==> src/rtl/cnn_ctrl_pkg.sv <==
// Shared types and defaults for the two-layer convolution sequencer.
package cnn_ctrl_pkg;

    typedef enum logic [3:0] {
        IDLE     = 4'd0,
        L1_INIT  = 4'd1,
        L1_LOAD  = 4'd2,
        L1_START = 4'd3,
        L1_WAIT  = 4'd4,
        L1_STORE = 4'd5,
        L2_INIT  = 4'd6,
        L2_LOAD  = 4'd7,
        L2_START = 4'd8,
        L2_WAIT  = 4'd9,
        L2_STORE = 4'd10,
        DONE     = 4'd11,
        ERR      = 4'd12
    } state_t;

    localparam int DEF_CNT_W   = 16;
    localparam int DEF_TIMEOUT = 4096;
    localparam int DEF_TO_W    = 16;

endpackage

==> src/rtl/stall_watchdog.sv <==
// Counts cycles spent in a stall-prone state; flags expiry on the cycle that
// would complete TIMEOUT cycles of residence. TIMEOUT = 0 disables it.
module stall_watchdog #(
    parameter int TIMEOUT = 4096,
    parameter int TO_W    = 16
) (
    input  logic clk,
    input  logic rst,
    input  logic clear,
    input  logic enable,
    output logic expired
);

    localparam logic [TO_W-1:0] LIMIT = TO_W'((TIMEOUT > 0) ? TIMEOUT - 1 : 0);

    logic [TO_W-1:0] cnt;

    always_ff @(posedge clk or posedge rst) begin
        if (rst)
            cnt <= '0;
        else if (clear)
            cnt <= '0;
        else if (enable && cnt != '1)
            cnt <= cnt + TO_W'(1);
    end

    // cnt holds completed cycles, so cnt == TIMEOUT-1 means this is the last one
    assign expired = (TIMEOUT != 0) && enable && (cnt >= LIMIT);

endmodule

==> src/rtl/cnn_seq_controller.sv <==
// Moore sequencer for the L1 then L2 convolution passes, with window counters
// and a stall watchdog on the LOAD/WAIT states.
module cnn_seq_controller
    import cnn_ctrl_pkg::*;
#(
    parameter int CNT_W   = DEF_CNT_W,
    parameter int TIMEOUT = DEF_TIMEOUT,
    parameter int TO_W    = DEF_TO_W
) (
    input  logic             clk,
    input  logic             rst,
    input  logic             start,
    input  logic             ldBufDoneL1,
    input  logic             ctrlDoneL1,
    input  logic             peDoneL1,
    input  logic             ldBufDoneL2,
    input  logic             ctrlDoneL2,
    input  logic             peDoneL2,
    output logic             initLdL1,
    output logic             startLdPicL2,
    output logic             ldBufL1,
    output logic             peStartL1,
    output logic             memWrEnL2,
    output logic             initLdL2,
    output logic             ldBufL2,
    output logic             peStartL2,
    output logic             memWrEnL3,
    output logic             busy,
    output logic             done,
    output logic             error,
    output logic [CNT_W-1:0] l1_cnt,
    output logic [CNT_W-1:0] l2_cnt
);

    state_t state, state_nxt;
    logic   wait_armed;
    logic   in_stall;
    logic   wd_expired;

    always_ff @(posedge clk or posedge rst) begin
        if (rst) state <= IDLE;
        else     state <= state_nxt;
    end

    assign in_stall = (state == L1_LOAD) || (state == L1_WAIT) ||
                      (state == L2_LOAD) || (state == L2_WAIT);

    always_comb begin
        state_nxt = state;
        unique case (state)
            IDLE:     if (start) state_nxt = L1_INIT;
            L1_INIT:  state_nxt = L1_LOAD;
            L1_LOAD:  if (ldBufDoneL1) state_nxt = L1_START;
            L1_START: state_nxt = L1_WAIT;
            L1_WAIT:  if (wait_armed && peDoneL1) state_nxt = L1_STORE;
            L1_STORE: state_nxt = ctrlDoneL1 ? L2_INIT : L1_LOAD;
            L2_INIT:  state_nxt = L2_LOAD;
            L2_LOAD:  if (ldBufDoneL2) state_nxt = L2_START;
            L2_START: state_nxt = L2_WAIT;
            L2_WAIT:  if (wait_armed && peDoneL2) state_nxt = L2_STORE;
            L2_STORE: state_nxt = ctrlDoneL2 ? DONE : L2_LOAD;
            DONE:     state_nxt = start ? L1_INIT : IDLE;
            ERR:      if (start) state_nxt = L1_INIT;
            default:  state_nxt = IDLE;
        endcase
        if (wd_expired) state_nxt = ERR;
    end

    // A done flag still high from the previous window must not end this one
    always_ff @(posedge clk or posedge rst) begin
        if (rst)
            wait_armed <= 1'b0;
        else
            wait_armed <= ((state == L1_WAIT) || (state == L2_WAIT)) && (state_nxt == state);
    end

    always_ff @(posedge clk or posedge rst) begin
        if (rst) begin
            l1_cnt <= '0;
            l2_cnt <= '0;
        end else if (state_nxt == L1_INIT) begin
            l1_cnt <= '0;
            l2_cnt <= '0;
        end else begin
            if (state == L1_STORE && l1_cnt != '1) l1_cnt <= l1_cnt + CNT_W'(1);
            if (state == L2_STORE && l2_cnt != '1) l2_cnt <= l2_cnt + CNT_W'(1);
        end
    end

    stall_watchdog #(
        .TIMEOUT (TIMEOUT),
        .TO_W    (TO_W)
    ) u_wd (
        .clk     (clk),
        .rst     (rst),
        .clear   (state_nxt != state),
        .enable  (in_stall),
        .expired (wd_expired)
    );

    assign initLdL1     = (state == L1_INIT);
    assign startLdPicL2 = (state == L1_INIT);
    assign ldBufL1      = (state == L1_LOAD);
    assign peStartL1    = (state == L1_START);
    assign memWrEnL2    = (state == L1_STORE);
    assign initLdL2     = (state == L2_INIT);
    assign ldBufL2      = (state == L2_LOAD);
    assign peStartL2    = (state == L2_START);
    assign memWrEnL3    = (state == L2_STORE);
    assign busy         = !((state == IDLE) || (state == DONE) || (state == ERR));
    assign done         = (state == DONE);
    assign error        = (state == ERR);

endmodule

==> config.mk <==
export PLATFORM = sky130hd
export DESIGN_NAME = cnn_seq_controller
export DESIGN_NICKNAME = d
export VERILOG_FILES = /design/src/rtl/cnn_ctrl_pkg.sv /design/src/rtl/stall_watchdog.sv /design/src/rtl/cnn_seq_controller.sv
export SDC_FILE = /design/constraint.sdc
export NUM_CORES = 1
export LEC_CHECK = 0
export ABC_AREA = 1
export CAP_MARGIN = 40
export CORE_UTILIZATION = 49
export CTS_CLUSTER_SIZE = 8
export DETAILED_ROUTE_END_ITERATION = 8
export HOLD_SLACK_MARGIN = 0.1
export PLACE_DENSITY_LB_ADDON = 0.15
export SYNTH_ARGS = -nofsm -noshare
export SYNTH_HDL_FRONTEND = slang
export SYNTH_SLANG_ARGS = --single-unit
==> constraint.sdc <==
create_clock -name clk -period 1.65 [get_ports clk]
set_input_delay 0.33 -clock clk [delete_from_list [all_inputs] [get_ports clk]]
set_output_delay 0.33 -clock clk [all_outputs]
set_load 0.005 [all_outputs]
==> flow_metrics.env, run 1 <==
export IMPL_synthesis_instances=467
export IMPL_critPathArrivalTime_ns=2.21
export IMPL_vias=4190
export IMPL_clock_root_buffer="clkbuf_8"
export IMPL_syn_area_um2=3373
export IMPL_power_frac_clock_pct=10.0
export IMPL_clk_pin_slew_ns=0.11
export IMPL_net_switching_power_w=0.003724
export IMPL_synth_distinct_cells=32
export IMPL_detail_route_drc_violations=3
export IMPL_max_freq_mhz=511.1
export IMPL_mostFrequentLayoutCell="nand2_1"
export IMPL_area_growth_syn_to_layout_pct=70.40
export IMPL_layout_min_cycle_time_ns=1.957
export IMPL_clock_skew_ns=0.005724
export IMPL_synth_edf_count=0
export IMPL_slew_violations=0
export IMPL_fp_dieH_um=84.97
export IMPL_routed_wirelength_um=13300
export IMPL_layout_nets=657
export IMPL_globalRouteTotalUtil_pct=30.24
export IMPL_report_final_hold_viol_count=0
export IMPL_globalRouteOverflowTotal=0
export IMPL_cts_h_tree_lvls=2
export IMPL_synth_net_count=479
export IMPL_dp_cells=662
export IMPL_power_frac_comb_pct=68.6
export IMPL_placement_cell_area_um2=4559
export IMPL_switching_share_pct=45.93
export IMPL_relSlewSlack_pct=70.76
export IMPL_pin_count_of_the_biggest_net_entering_global_routing=54
export IMPL_most_frequent_cells_in_the_layout="nand2_1, buf_4, inv_1, dfrtp_1, nand3_1"
export IMPL_pwr_share_seq_pct=21.4
export IMPL_initial_utilization_pct=51.94
export IMPL_cts_made_buffers=5
export IMPL_finalWorstSetupSlack_ns=-0.3065
export IMPL_synth_top_flop_cell="dfrtp_1"
export IMPL_postRouteAntennaNets=0
export IMPL_dpl_hpwl_um=6601
export IMPL_critical_path_startpoint_type="register"
export IMPL_tritoncts="yes"
export IMPL_internal_power_w=0.004384
export IMPL_rsz0062_at_grt="yes"
export IMPL_endpoint_kind="register"
export IMPL_yosysWarnings=0
export IMPL_grt_first_pass_wirelength_um=17560
export IMPL_grt_antenna_before_repair=0
export IMPL_pwr_density_cell_nw_per_um2=1411
export IMPL_drt_iter0_drc=311
export IMPL_syn_mean_instance_area_um2=7.223
export IMPL_outcome="finished, violations left"
export IMPL_detailedRoute_firstPassIterationCount=7
export IMPL_die_area_um2=7220
export IMPL_vdd_ir_drop_max_uv=993.8
export IMPL_setup_violations=49
export IMPL_crit_required_ns=1.91
export IMPL_path_class="register to register"
export IMPL_critPathMaxFanout=7
export IMPL_cellLeakagePower_nw=2.853
export IMPL_floorplan_io_pins=53
export IMPL_post_route_cells_drive_above_1_share_pct=43.03
export IMPL_violations="DRC, setup timing"
export IMPL_synth_seq_cells=53
export IMPL_die_width_um=84.97
export IMPL_number_of_global_route_vias_before_repair=3849
export IMPL_viasPerCell=5.795
export IMPL_finish_instance_area_um2=5748
export IMPL_max_cap_violations=0
export IMPL_min_path_type="input pin to async pin"
export IMPL_core_area_um2=6495
export IMPL_clock_sink_count=53
export IMPL_filler_cell_count=291
export IMPL_std_cell_rows=29
export IMPL_tightest_slew_ns=0.4346
export IMPL_antenna_diode_count=0
export IMPL_port_buffers=52
export IMPL_worst_skew_pair_late_latency_ns=0.32
export IMPL_cts_max_path_buffers=2
export IMPL_instances_no_fill=723
export IMPL_timing_final_crit_share_pct=118.6
export IMPL_synth_async_reset_ratio_pct=100.0
export IMPL_place_congestion=0.9222
export IMPL_average_wire_per_standard_cell_um=18.39
export IMPL_seq_area_frac_synth_pct=39.32
## Yosys cell counts, types with 3 or more instances
master	instances	area (um^2)
nor2_2	10	62.56
inv_1	48	180.2
inv_2	7	26.28
nor2_1	51	191.4
o31ai_1	3	22.52
buf_2	3	15.01
nor3_1	14	70.07
or2_2	3	18.77
dfrtp_1	53	1326
o21ai_1	3	15.01
o21ai_0	24	120.1
nand4_1	19	118.9
nand2_2	7	43.79
nand2_1	126	473.0
xor2_1	21	183.9
nor2_4	7	78.83
ha_1	3	37.54
nand3_1	43	215.2
xnor2_1	6	52.55
## sequential cells by signal, summed over array words and instances (netlist names)
register    count
l1_cnt         16
l2_cnt         16
u_wd.cnt       16
wait_armed      1
state           4
## cells by family after synthesis
| kind of cell | Yosys count | synth area share [%] |
|---|---|---|
| adder cells (fa/ha/maj) | 3 | 1.113 |
| buffers and inverters | 63 | 7.567 |
| AO/OA/AOI/OAI | 34 | 5.564 |
| flip-flops | 53 | 39.32 |
| XOR/XNOR | 27 | 7.010 |
| AND/OR/NAND/NOR | 287 | 39.43 |
## worst paths after layout
kind | start | end | slack, ns | cells after the start
worst max-delay path | state[2]$_DFF_PP0_ | u_wd.cnt[11]$_DFFE_PP0P_ | -0.31 | 14
worst min-delay path | rst | u_wd.cnt[10]$_DFFE_PP0P_ | 0.38 | 3
worst max register to register | state[2]$_DFF_PP0_ | u_wd.cnt[11]$_DFFE_PP0P_ | -0.31 | 14
worst min register to register | l1_cnt[13]$_DFFE_PP0P_ | l1_cnt[13]$_DFFE_PP0P_ | 0.57 | 2
max in group asynchronous | rst | l1_cnt[9]$_DFFE_PP0P_ | 0.99 | 3
min in group clk | l1_cnt[13]$_DFFE_PP0P_ | l1_cnt[13]$_DFFE_PP0P_ | 0.57 | 2
## layout make-up
| type | count | area (um^2) | area share (%) |
|---|---|---|---|
| clock buffers | 5 | 68.82 | 1.197 |
| clock inverters | 3 | 21.27 | 0.3700 |
| inverters | 55 | 234.0 | 4.071 |
| multi-input cells | 353 | 2349 | 40.86 |
| flip-flops and latches | 53 | 1343 | 23.36 |
| well taps | 77 | 96.34 | 1.676 |
| repair buffers | 177 | 1637 | 28.47 |
## layer usage
layer  track usage (%)  vias to the layer above  part of all wire, %
li1                  -                     1860                    -
met1             37.86                     1993                   37
met2             54.33                      256                   51
met3             3.599                       81                  6.6
met4             9.707                        0                  5.4
met5                 0                        -                    0
## power groups by stage
| stage | Clock, W | Combinational (W) | Sequential (W) |
|---|---|---|---|
| final | 0.000810 | 0.00557 | 0.00173 |
| after global routing | 0.000844 | 0.00586 | 0.00175 |
| after CTS | 0.000794 | 0.00450 | 0.00170 |
| after detailed placement | 0 | 0.00320 | 0.00170 |
| after global placement | 0 | 0.00314 | 0.00169 |
| after floorplan | 0 | 0.00177 | 0.00173 |
## metrics by stage
| step | hold slack (ns) | setup slack [ns] | utilization (%) | TNS, ns | total power [W] |
|---|---|---|---|---|---|
| after floorplan | 0.5202 | -0.1290 | - | -1.782 | 0.003495 |
| after global placement | 0.5153 | -0.2646 | 70.20 | -7.410 | 0.004827 |
| after detailed placement | 0.5338 | -0.3102 | 70.20 | -9.574 | 0.004892 |
| after CTS | 0.4076 | -0.2202 | 80.95 | -4.284 | 0.006995 |
| after global routing | 0.4015 | -0.3843 | 88.50 | -11.89 | 0.008453 |
| final | 0.3838 | -0.3065 | 88.50 | -8.093 | 0.008108 |
## timing repair
| item | in CTS | in global routing |
|---|---|---|
| gates resized for setup | 136 | 109 |
| pin swaps | 28 | 22 |
| setup buffers | 35 | 15 |
| gates cloned | 3 | 1 |
| endpoints found under the setup margin | 73 | 77 |
| hold buffers | 0 | 0 |
## worst max-delay path: stages, from the launching register on
cell and delay, ns:
dfrtp_2 0.44, inv_4 0.07, nand2_4 0.12, buf_4 0.15
nor2_4 0.04, nor2_4 0.14, nand2_4 0.10, nand2_8 0.10
nand3_2 0.08, nand2_1 0.09, nand2_2 0.08, nor2_4 0.15
buf_12 0.15, nand2_8 0.08, nor2_2 0.11
Note: power is estimated with default switching activity, not from simulation.
==> inputs of run 2 (changes only) <==
--- a/config.mk
+++ b/config.mk
@@ -7,11 +7,13 @@
 export LEC_CHECK = 0
 export ABC_AREA = 1
 export CAP_MARGIN = 40
+export CORE_ASPECT_RATIO = 0.9
 export CORE_UTILIZATION = 49
 export CTS_CLUSTER_SIZE = 8
 export DETAILED_ROUTE_END_ITERATION = 8
 export HOLD_SLACK_MARGIN = 0.1
 export PLACE_DENSITY_LB_ADDON = 0.15
+export SKIP_CTS_REPAIR_TIMING = 1
 export SYNTH_ARGS = -nofsm -noshare
 export SYNTH_HDL_FRONTEND = slang
 export SYNTH_SLANG_ARGS = --single-unit
==> run 2 against run 1 <==
  * The flow finishes with violations (setup timing)
  * Critical path type unchanged
  * Sequential share of layout area rose by 0.76 points
  * Global-route usage is 3.9 points lower
  * Final cell count decreased by 1.4%
  * Total power is 2.8% lower
  * Largest cell class unchanged
==> flow_metrics.env, run 2 (synthesis gave the netlist of run 1 again) <==
export IMPL_fp_dieH_um=80.71
export IMPL_cellLeakagePower_nw=2.855
export IMPL_post_route_cells_drive_above_1_share_pct=37.72
export IMPL_die_area_um2=7220
export IMPL_number_of_global_route_vias_before_repair=3364
export IMPL_floorplan_io_pins=53
export IMPL_area_growth_syn_to_layout_pct=64.28
export IMPL_filler_cell_count=370
export IMPL_grt_antenna_before_repair=0
export IMPL_finalWorstSetupSlack_ns=-0.4061
export IMPL_outcome="finished, violations left"
export IMPL_max_freq_mhz=486.4
export IMPL_dpl_hpwl_um=6756
export IMPL_setup_violations=57
export IMPL_min_path_type="input pin to async pin"
export IMPL_most_frequent_cells_in_the_layout="nand2_1, buf_4, dfrtp_1, inv_1, nand3_1"
export IMPL_violations="setup timing"
export IMPL_grt_first_pass_wirelength_um=14850
export IMPL_path_class="register to register"
export IMPL_slew_violations=0
export IMPL_crit_required_ns=1.88
export IMPL_postRouteAntennaNets=0
export IMPL_timing_final_crit_share_pct=124.6
export IMPL_rr_startpoint="state[2]$_DFF_PP0_"
export IMPL_tns_ns=-9.334
export IMPL_std_cell_rows=28
export IMPL_pin_count_of_the_biggest_net_entering_global_routing=23
export IMPL_die_width_um=89.46
export IMPL_cts_max_path_buffers=2
export IMPL_place_ws_ns=-0.3387
export IMPL_core_area_um2=6621
export IMPL_tightest_slew_ns=0.4228
export IMPL_instances_no_fill=713
export IMPL_detailedRoute_firstPassIterationCount=5
export IMPL_clock_skew_ns=0.006626
export IMPL_tritoncts="yes"
export IMPL_critPathArrivalTime_ns=2.28
export IMPL_initial_utilization_pct=50.94
export IMPL_clk_pin_slew_ns=0.10
export IMPL_viasPerCell=5.536
export IMPL_relSlewSlack_pct=71.60
export IMPL_worst_skew_pair_late_latency_ns=0.31
export IMPL_clock_root_buffer="clkbuf_8"
export IMPL_rsz0062_at_grt="yes"
export IMPL_finish_instance_area_um2=5542
export IMPL_drt_iter0_drc=209
export IMPL_layout_nets=634
export IMPL_mostFrequentLayoutCell="nand2_1"
export IMPL_detail_route_drc_violations=0
export IMPL_critPathMaxFanout=4
export IMPL_top_regs="l1_cnt (16), l2_cnt (16), u_wd.cnt (16)"
export IMPL_clock_sink_count=53
export IMPL_cts_made_buffers=5
export IMPL_layout_min_cycle_time_ns=2.056
export IMPL_report_final_hold_viol_count=0
export IMPL_antenna_diode_count=0
export IMPL_average_wire_per_standard_cell_um=16.60
export IMPL_vias=3947
export IMPL_pwr_density_cell_nw_per_um2=1422
export IMPL_dp_cells=676
export IMPL_max_cap_violations=0
export IMPL_routed_wirelength_um=11840
export IMPL_port_buffers=52
export IMPL_placement_cell_area_um2=4583
export IMPL_globalRouteOverflowTotal=0
export IMPL_worst_setup_startpoint="state[2]$_DFF_PP0_"
export IMPL_globalRouteTotalUtil_pct=26.38
export IMPL_cts_h_tree_lvls=2
export IMPL_place_congestion=0.9169
export IMPL_critical_path_startpoint_type="register"
export IMPL_endpoint_kind="register"
export IMPL_vdd_ir_drop_max_uv=842.1
[run 2: power by group]
| part | switching, W | total [W] | internal [W] | leakage (nW) |
|---|---|---|---|---|
| Combinational | 0.00286 | 0.00522 | 0.00236 | 2.08 |
| Sequential | 0.000216 | 0.00172 | 0.00150 | 0.718 |
| Clock | 0.000448 | 0.000944 | 0.000496 | 0.0585 |
[run 2: metrics by stage]
step                util (%)  hold WS (ns)  total power (W)
finish                 83.69        0.2902         0.007882
global route           83.69        0.3112         0.008288
CTS                    70.98        0.2956         0.005795
detailed placement     69.22        0.5470         0.004857
global placement       69.22        0.5369         0.004787
floorplan                  -        0.5202         0.003495
[run 2: metal layers]
layer / GRT usage [%] / up-vias / part of all wire, % / wire length, um
met5: 0 / - / 0 / 0
met2: 44.73 / 205 / 50 / 5904
met4: 6.349 / 0 / 4.1 / 484
met1: 34.65 / 1863 / 39 / 4572
li1: - / 1823 / - / -
met3: 5.036 / 56 / 7.4 / 874
[run 2: worst paths after layout]
kind	slack, ns	end	depth (start not counted)
max	-0.41	u_wd.cnt[13]$_DFFE_PP0P_	12
min	0.29	l2_cnt[15]$_DFFE_PP0P_	2
max reg2reg	-0.41	u_wd.cnt[13]$_DFFE_PP0P_	12
min reg2reg	0.57	l2_cnt[9]$_DFFE_PP0P_	2
max in group asynchronous	0.91	l1_cnt[7]$_DFFE_PP0P_	3
min in group clk	0.57	l2_cnt[9]$_DFFE_PP0P_	2
[run 2: cell type report]
| class | count | area [um^2] | area share, % |
|---|---|---|---|
| clock buffers | 7 | 86.33 | 1.558 |
| clock inverters | 1 | 30.03 | 0.5419 |
| inverters | 55 | 232.7 | 4.200 |
| multi-input cells | 353 | 2236 | 40.35 |
| flip-flops and latches | 53 | 1336 | 24.11 |
| well taps | 90 | 112.6 | 2.032 |
| repair buffers | 154 | 1508 | 27.21 |
[run 2: worst max-delay path: stages (launching register included)]
cell and delay [ns]:
dfrtp_2 0.50, clkinv_4 0.12, buf_4 0.16, nor2_4 0.14, nand2_1 0.10, nand2_1 0.13
nor2_2 0.08, nand4_1 0.12, nand2_2 0.08, nor2_4 0.19, buf_6 0.13, nand2_4 0.08
nor2_1 0.16
==> inputs of run 3 (changes only) <==
--- a/config.mk
+++ b/config.mk
@@ -8,7 +8,8 @@
 export ABC_AREA = 1
 export CAP_MARGIN = 40
 export CORE_ASPECT_RATIO = 0.9
-export CORE_UTILIZATION = 49
+export CORE_UTILIZATION = 34
+export CTS_CLUSTER_DIAMETER = 40
 export CTS_CLUSTER_SIZE = 8
 export DETAILED_ROUTE_END_ITERATION = 8
 export HOLD_SLACK_MARGIN = 0.1
==> run 3 against run 2 <==
  * Clock power fell by 23%
  * Register-to-register slack better by 0.15 ns
  * The flow still finishes with violations (setup timing)
  * Total power is 1.7% lower
  * Final cell count rose by 7.0%
  * Non-clock buffer count increased by 14
  * Critical path type unchanged
  * Fmax is 7.8% higher
  * Cell area increased by 5.4%
  * Largest cell class unchanged
  * Sequential power hardly changed
  * Global-route usage down 8.8 points
  * Clock skew is 0.0020 ns lower
==> flow_metrics.env, run 3 (synthesis gave the netlist of run 1 again) <==
export IMPL_endpoint_kind="register"
export IMPL_min_path_type="input pin to async pin"
export IMPL_clk_pin_slew_ns=0.10
export IMPL_worstSetupPathDepth=12
export IMPL_mostFrequentLayoutCell="nand2_1"
export IMPL_die_width_um=107.0
export IMPL_number_of_global_route_vias_before_repair=3165
export IMPL_crit_path_max_incr_delay_ns=0.49
export IMPL_worst_skew_pair_late_latency_ns=0.30
export IMPL_globalRouteTotalUtil_pct=17.59
export IMPL_violations="setup timing"
export IMPL_cellLeakagePower_nw=2.959
export IMPL_placement_cell_area_um2=4666
export IMPL_cell_at_the_slowest_stage_of_the_critical_path="dfrtp_2"
export IMPL_clock_root_buffer="clkbuf_8"
export IMPL_layout_min_cycle_time_ns=1.907
export IMPL_floorplan_io_pins=53
export IMPL_critPathMaxFanout=8
export IMPL_slew_violations=0
export IMPL_routed_wirelength_um=10300
export IMPL_timing_final_crit_share_pct=115.6
export IMPL_relSlewSlack_pct=73.67
export IMPL_clock_skew_ns=0.004611
export IMPL_cp_cell_sequence="inv_4 -> nand2_8 -> buf_4 -> buf_4 -> nor3_2 -> nor2_1 -> nand3_1 -> nand2_2 -> nor2_4 -> buf_12 -> nand2_8 -> nor2_4"
export IMPL_finish_instance_area_um2=5841
export IMPL_crit_required_ns=1.89
export IMPL_critical_path_startpoint_type="register"
export IMPL_setup_violations=38
export IMPL_tightest_slew_ns=0.3914
export IMPL_vias=3708
export IMPL_dpl_hpwl_um=6731
export IMPL_critical_path_top_delay_family="simple AND/OR/NAND/NOR gates"
export IMPL_layout_nets=648
export IMPL_port_buffers=52
export IMPL_core_area_um2=9657
export IMPL_fp_dieH_um=96.50
export IMPL_antenna_diode_count=0
export IMPL_cts_max_path_buffers=2
export IMPL_pwr_density_cell_nw_per_um2=1326
export IMPL_place_congestion=0.9061
export IMPL_path_class="register to register"
export IMPL_pin_count_of_the_biggest_net_entering_global_routing=26
export IMPL_average_wire_per_standard_cell_um=13.50
export IMPL_tritoncts="yes"
export IMPL_grt_antenna_before_repair=0
export IMPL_report_final_hold_viol_count=0
export IMPL_finalWorstSetupSlack_ns=-0.2569
export IMPL_vdd_ir_drop_max_uv=753.7
export IMPL_clock_sink_count=53
export IMPL_globalRouteOverflowTotal=0
export IMPL_detailedRoute_firstPassIterationCount=5
export IMPL_area_growth_syn_to_layout_pct=73.15
export IMPL_post_route_cells_drive_above_1_share_pct=43.80
export IMPL_critPathArrivalTime_ns=2.14
export IMPL_max_cap_violations=0
export IMPL_reg2reg_depth=12
export IMPL_worst_setup_startpoint="state[0]$_DFF_PP0_"
export IMPL_finalHoldWorstSlack_ns=0.2823
export IMPL_top_regs="l1_cnt (16), l2_cnt (16), u_wd.cnt (16)"
export IMPL_detail_route_drc_violations=0
export IMPL_postRouteAntennaNets=0
export IMPL_rr_startpoint="state[0]$_DFF_PP0_"
export IMPL_max_freq_mhz=524.4
export IMPL_place_ws_ns=-0.3248
export IMPL_cp_buffers_inverters=4
export IMPL_std_cell_rows=34
export IMPL_die_area_um2=10320
export IMPL_outcome="finished, violations left"
export IMPL_drt_iter0_drc=133
export IMPL_grt_first_pass_wirelength_um=14630
export IMPL_initial_utilization_pct=34.93
export IMPL_rsz0062_at_grt="yes"
export IMPL_most_frequent_cells_in_the_layout="nand2_1, buf_4, dfrtp_1, inv_1, nand3_1"
export IMPL_cts_made_buffers=5
export IMPL_viasPerCell=4.860
export IMPL_cts_h_tree_lvls=2
==> run 3: changes by cell type in the layout (fill, tap and decap cells not counted), moves of 5 or more <==
cell	before	now
nand2_4	9	16
nand2_1	103	96
buf_4	70	84
o21ai_2	3	10
o21ai_0	10	5
==> run 3: area by class of cell <==
class	instances	area, um^2
inverter	55	244.0
fill	836	3816
tap	126	157.7
clock inverter	2	10.01
sequential	53	1338
multi-input combinational	353	2416
timing repair buffer	168	1603
clock buffer	6	72.57
==> run 3: where the power goes <==
part	switching, W	total, W	internal, W
Combinational	0.00288	0.00532	0.00245
Clock	0.000428	0.000724	0.000296
Sequential	0.000198	0.00170	0.00150
==> run 3: worst register-to-register path: stages (launching register included) <==
cell and delay (ns):
dfrtp_2 0.49, inv_4 0.13, nand2_8 0.08, buf_4 0.14, buf_4 0.12, nor3_2 0.13, nor2_1 0.10, nand3_1 0.10
nand2_2 0.07, nor2_4 0.15, buf_12 0.13, nand2_8 0.09, nor2_4 0.11
==> run 3: routing by layer <==
layer  track usage [%]  up-vias  share of wire (%)  routed length (um)
li1                  -     1846                  -                   -
met1             23.89     1772                 46                4776
met2             29.46       81                 49                5028
met3             3.152        9                4.0                 413
met4             3.653        0               0.82                  85
met5                 0        -                  0                   0
==> run 3: per-stage QoR <==
step                      TNS, ns  instances  utilization [%]  power (W)
after floorplan            -1.782        467                -   0.003495
after global placement     -6.639        717            48.32   0.004869
after detailed placement   -8.028        717            48.32   0.004880
after CTS                  -12.07        725            49.17   0.005635
after global routing       -8.896        763            60.48   0.008224
final                      -4.847        763            60.48   0.007747
==> run 3: worst paths after layout <==
kind	to	slack, ns
max	u_wd.cnt[3]$_DFFE_PP0P_	-0.26
min	l1_cnt[13]$_DFFE_PP0P_	0.28
max reg2reg	u_wd.cnt[3]$_DFFE_PP0P_	-0.26
min reg2reg	l2_cnt[9]$_DFFE_PP0P_	0.56
max in group asynchronous	l2_cnt[12]$_DFFE_PP0P_	0.93
min in group clk	l2_cnt[9]$_DFFE_PP0P_	0.56
